### src/rtl/game_pkg.sv
// Shared direction codes and FSM state encoding for the move sequencer.
package game_pkg;

    localparam logic [1:0] DIR_UP    = 2'd0;
    localparam logic [1:0] DIR_DOWN  = 2'd1;
    localparam logic [1:0] DIR_LEFT  = 2'd2;
    localparam logic [1:0] DIR_RIGHT = 2'd3;

    localparam logic [1:0] ST_IDLE      = 2'd0;
    localparam logic [1:0] ST_ISSUE     = 2'd1;
    localparam logic [1:0] ST_WAIT_DONE = 2'd2;
    localparam logic [1:0] ST_RELEASE   = 2'd3;

    // btn is {right, left, down, up}; up has highest priority.
    function automatic logic [1:0] pick_dir(input logic [3:0] btn);
        if (btn[0])      return DIR_UP;
        else if (btn[1]) return DIR_DOWN;
        else if (btn[2]) return DIR_LEFT;
        else             return DIR_RIGHT;
    endfunction

endpackage

### src/rtl/btn_debounce.sv
// Two-flop synchronizer followed by a tick-sampled debounce counter.
module btn_debounce #(
    parameter int DEB_TICKS = 4
) (
    input  logic clk,
    input  logic rst,
    input  logic tick,
    input  logic btn_in,
    output logic stable
);
    localparam int CW = $clog2(DEB_TICKS + 1);

    logic          sync1_q, sync1_d;
    logic          sync2_q, sync2_d;
    logic          stable_q, stable_d;
    logic [CW-1:0] cnt_q, cnt_d;

    always_comb begin
        sync1_d  = btn_in;
        sync2_d  = sync1_q;
        stable_d = stable_q;
        cnt_d    = cnt_q;
        if (tick) begin
            if (sync2_q != stable_q) begin
                // The increment that would reach DEB_TICKS flips the state instead.
                if (cnt_q == CW'(DEB_TICKS - 1)) begin
                    stable_d = sync2_q;
                    cnt_d    = '0;
                end else begin
                    cnt_d = cnt_q + 1'b1;
                end
            end else begin
                cnt_d = '0;
            end
        end
    end

    always_ff @(posedge clk or posedge rst) begin
        if (rst) begin
            sync1_q  <= 1'b0;
            sync2_q  <= 1'b0;
            stable_q <= 1'b0;
            cnt_q    <= '0;
        end else begin
            sync1_q  <= sync1_d;
            sync2_q  <= sync2_d;
            stable_q <= stable_d;
            cnt_q    <= cnt_d;
        end
    end

    assign stable = stable_q;

endmodule

### src/rtl/move_sequencer.sv
// Turns debounced pushbuttons into one move command per press and tracks
// completion of the board update, with a sticky timeout on a missed done.
module move_sequencer
    import game_pkg::*;
#(
    parameter int DEB_TICKS    = 4,
    parameter int DONE_TIMEOUT = 1023
) (
    input  logic        clk,
    input  logic        rst,
    input  logic        tick,
    input  logic        btn_u,
    input  logic        btn_d,
    input  logic        btn_l,
    input  logic        btn_r,
    output logic        move_valid,
    output logic [1:0]  move_dir,
    input  logic        move_ready,
    input  logic        board_done,
    output logic        busy,
    output logic [15:0] move_count,
    output logic        timeout_err
);
    localparam int TW = $clog2(DONE_TIMEOUT + 1);

    logic [3:0]    btn_raw;
    logic [3:0]    btn_stable;
    logic [1:0]    state_q, state_d;
    logic [1:0]    dir_q, dir_d;
    logic [15:0]   count_q, count_d;
    logic [TW-1:0] to_q, to_d;
    logic          err_q, err_d;

    assign btn_raw = {btn_r, btn_l, btn_d, btn_u};

    for (genvar i = 0; i < 4; i++) begin : g_btn
        btn_debounce #(.DEB_TICKS(DEB_TICKS)) u_deb (
            .clk    (clk),
            .rst    (rst),
            .tick   (tick),
            .btn_in (btn_raw[i]),
            .stable (btn_stable[i])
        );
    end

    always_comb begin
        state_d = state_q;
        dir_d   = dir_q;
        count_d = count_q;
        to_d    = to_q;
        err_d   = err_q;
        case (state_q)
            ST_IDLE: begin
                if (|btn_stable) begin
                    dir_d   = pick_dir(btn_stable);
                    state_d = ST_ISSUE;
                end
            end
            ST_ISSUE: begin
                if (move_ready) begin
                    count_d = count_q + 16'd1;
                    to_d    = '0;
                    state_d = ST_WAIT_DONE;
                end
            end
            ST_WAIT_DONE: begin
                // Bounds the stay to DONE_TIMEOUT cycles; a coincident done wins.
                if (board_done) begin
                    state_d = ST_RELEASE;
                end else if (to_q == TW'(DONE_TIMEOUT - 1)) begin
                    err_d   = 1'b1;
                    state_d = ST_RELEASE;
                end else begin
                    to_d = to_q + 1'b1;
                end
            end
            ST_RELEASE: begin
                if (btn_stable == 4'b0000) state_d = ST_IDLE;
            end
            default: state_d = ST_IDLE;
        endcase
    end

    always_ff @(posedge clk or posedge rst) begin
        if (rst) begin
            state_q <= ST_IDLE;
            dir_q   <= DIR_UP;
            count_q <= '0;
            to_q    <= '0;
            err_q   <= 1'b0;
        end else begin
            state_q <= state_d;
            dir_q   <= dir_d;
            count_q <= count_d;
            to_q    <= to_d;
            err_q   <= err_d;
        end
    end

    assign move_valid  = (state_q == ST_ISSUE);
    assign move_dir    = dir_q;
    assign busy        = (state_q != ST_IDLE);
    assign move_count  = count_q;
    assign timeout_err = err_q;

endmodule

### config.mk
export PLATFORM = sky130hd
export DESIGN_NAME = move_sequencer
export DESIGN_NICKNAME = d
export VERILOG_FILES = /design/src/rtl/game_pkg.sv /design/src/rtl/btn_debounce.sv /design/src/rtl/move_sequencer.sv
export SDC_FILE = /design/constraint.sdc
export NUM_CORES = 1
export LEC_CHECK = 0
export CORE_MARGIN = 5
export CORE_UTILIZATION = 30
export DETAILED_ROUTE_END_ITERATION = 12
export HOLD_SLACK_MARGIN = 0.03
export REMOVE_ABC_BUFFERS = 1
export SLEW_MARGIN = 20
export SYNTH_ARGS = -nofsm -noshare
export SYNTH_HDL_FRONTEND = slang
export SYNTH_SLANG_ARGS = --single-unit
### constraint.sdc
create_clock -name clk -period 2.65 [get_ports clk]
set_input_delay 0.53 -clock clk [delete_from_list [all_inputs] [get_ports clk]]
set_output_delay 0.53 -clock clk [all_outputs]
set_load 0.02 [all_outputs]
==> results.md <==
* 1st-iter DRT viols at between 50 and 60
* H-Tree Depth at 2
* I/O Pins at 30
* Power Density at approximately 850 nW/µm²
* Vias in the first global route at 1686
* Share of Yosys cell area claimed by the top area cell type at 53.9%
* Hold Crit Class: reg2reg
* Sink count of the clock tree at 55
* Synth Register Bits at 55
* Post-synthesis average cell area at 11.1 µm²
* CP Capture Type: output port
* Internal power at about 1700 µW
* Setup violators final at 0
* Total gr overflow at 0
* Max VDD drop at 395 µV
* IO buf count at 29
* Cell Rows at 33
* Net Sw Frac at 35.2%
* Hold-fix buffer count after cts at 0
* CP Launch Type: flip-flop
* Ys async rst share at 100%
* Final period utilization at 89.0%
* GR peak layer: met2
* EDFF count, synth at 0
* Worst path required time at 2.12 ns
* Vias per cell at 4.77
* Flop pwr share at 44.8%
* Yosys top cell by area: dfrtp_1
* Slew headroom at 58.4%
* Leading post-synthesis cells by cell area: dfrtp_1 54%, xnor2_1 5.8%, ha_1 5.4%
* Sw power at between 900 and 1000 µW
* Met1 global-route usage at 13.8%
* Worst Max-Slew Pin Slew at 0.622 ns
* Crit path arrival time at 1.83 ns
* Min Tclk post-route at 2.36 ns
* P&R area growth vs syn at 21.1%
* Initial Util at 30.9%
* Die extent in x at 102 µm
* Sequential-to-total area share from yosys stat at 53.9%
* DR pass1 iterations at 4
* Max Freq at 0.424 GHz
* Clk network pwr share at approximately 18%
* Crit path kind: reg2out
* DRC at 0
* Share of layout cells above drive strength 1 at 11.3%
* Clock skew at about 0.0034 ns
* DP HPWL at 3.38 mm
* P_leak at ~0.0013 µW
* Clk Latency, worst-skew pair at about 0.30 ns
* Cts repair resizes at 0
* Syn. warnings at 0
* Initial antenna violation count at 0
* CTS clk-pin slew, worst paths at 0.09 ns
* Ant. Diodes at 0
* Max-slew violation count at 0
* Pre-CTS setup slack at 0.440 ns
* Logic pwr share at 37.3%
* Sum Neg Setup Slack at 0 ns
* CTS max path bufs at 2
* Largest net degree at the start of global routing at 34
* Hold Path Stages at 0
* Die area at 10400 µm²
* Max cap viols at 0
* Post-Route WL at 4.70 mm
* Std-Cell Core Area at slightly above 8000 µm²
* Gate Count Post-Synth at 229
* Met3 usage at 3.21%
* Met2 usage at 14.3%
* First-pass GRT wire length at approximately 8 mm
* Final WS setup at 0.290 ns
* Non-Filler Instances at 370
* R2r worst-path depth at 6
* Clock Tree Root: clkbuf_8
* Die height at 102 µm
* Drt wl/cell at 12.7 µm
* Placed inst area at 3000 µm²
* Cell area after synthesis at about 2600 µm²
* Layout Nets at 285
* Fin. Hold Viols at 0
* Primary FF master, synth: dfrtp_1
* Post-route ant nets at 0
* TritonCTS clock tree: done
* Synth cell types at 41
* Unrepaired setup endpoints after global routing: false
* Cells after DPL at 363
* Vias at 1766
* Overall routing resource usage at 9.68%
* Crit Path Max Fanout at 5
* Status: complete, no violations
* Gp weighted congestion at roughly 0.77
* Hold WS at 0.354 ns
* Post-route cell area at 3090 µm²
* TritonCTS Buffers at 5
* Post-CTS repair timing setup buffer count at 0
flip-flops by register name, summed over array words and instances, names as in the netlist:
signal / flops
move_count: 16
g_btn.u_deb.cnt_q: 12
to_q: 10
g_btn.u_deb.stable: 4
g_btn.u_deb.sync1_q: 4
g_btn.u_deb.sync2_q: 4
move_dir: 2
state_q: 2
timeout_err: 1
synth_stat cells, types with 4 or more instances:
cell / count
dfrtp_1: 55
nand2_1: 17
xnor2_1: 17
inv_1: 16
nand3_1: 12
nor2_1: 12
ha_1: 11
a31oi_1: 9
mux2_2: 9
o21ai_0: 8
nand4_1: 6
nor3_1: 4
worst max-delay path, stage by stage, from the launching register on:
cell,delay [ns]
dfrtp_1,0.41
inv_1,0.08
ha_1,0.23
inv_1,0.16
clkdlybuf4s50_1,0.64
logic make-up after synthesis:
logic type / Yosys count / synth area share (%)
and+or+nand+nor: 72 / 15.3
muxes: 11 / 4.95
xor gates and xnor gates: 19 / 6.52
buffers and inverters: 21 / 3.14
adders and majority gates: 11 / 5.39
AOI/OAI and AO/OA: 40 / 10.8
DFF: 55 / 53.9
layout make-up:
type / instances / area (µm²)
Clock inverter: 1 / 5.00
Tap cell: 105 / 131
Timing Repair Buffer: 34 / 340
Clock buffer: 6 / 82.6
Multi-Input combinational cell: 153 / 1090
Fill cell: 848 / 5170
Inverter: 16 / 60.1
Sequential cell: 55 / 1380
cell usage in the layout, fill, tap and decap left out, types with 8 or more instances in the layout:
master	synthesis	layout
xnor2_1	17	17
ha_1	11	11
nand2_1	17	17
a31oi_1	9	9
clkdlybuf4s50_1	0	29
o21ai_0	8	8
mux2_2	9	9
inv_1	16	15
nand3_1	12	12
dfrtp_1	55	55
nor2_1	12	12
through the flow:
| stage | util [%] | total power, µW |
|---|---|---|
| 4_1_cts | 37.4 | 2670 |
| 6_report | 37.4 | 2630 |
| 3_5_place_dp | 36.4 | 2180 |
| 5_1_grt | 37.4 | 2830 |
| 2_1_floorplan | - | 1840 |
| 3_3_place_gp | 36.4 | 2160 |
power groups by stage:
stage | clock network (µW) | logic, µW | registers (µW)
2_1_floorplan | 0 | 618 | 1220
3_3_place_gp | 0 | 971 | 1190
3_5_place_dp | 0 | 989 | 1190
4_1_cts | 493 | 995 | 1180
5_1_grt | 517 | 1100 | 1210
6_report | 470 | 981 | 1180
worst paths after layout:
path                            slack [ns]                    from                       to
worst max-delay path                  0.29              state_q[0]                     busy
worst min-delay path                  0.35  g_btn[2].u_deb.sync1_q   g_btn[2].u_deb.sync2_q
worst max register to register        0.74              state_q[1]           move_count[15]
worst min register to register        0.35  g_btn[2].u_deb.sync1_q   g_btn[2].u_deb.sync2_q
max in group asynchronous             1.54                     rst                  to_q[9]
min in group asynchronous             0.57                     rst  g_btn[2].u_deb.cnt_q[0]
per-layer routing:
metal | part of all wire [%] | wire, µm
met1 | 51 | 2380
met2 | 44 | 2080
met3 | 4.7 | 221
met4 | 0.40 | 19
met5 | 0 | 0
No activity file was read; power rests on OpenSTA's default activity.
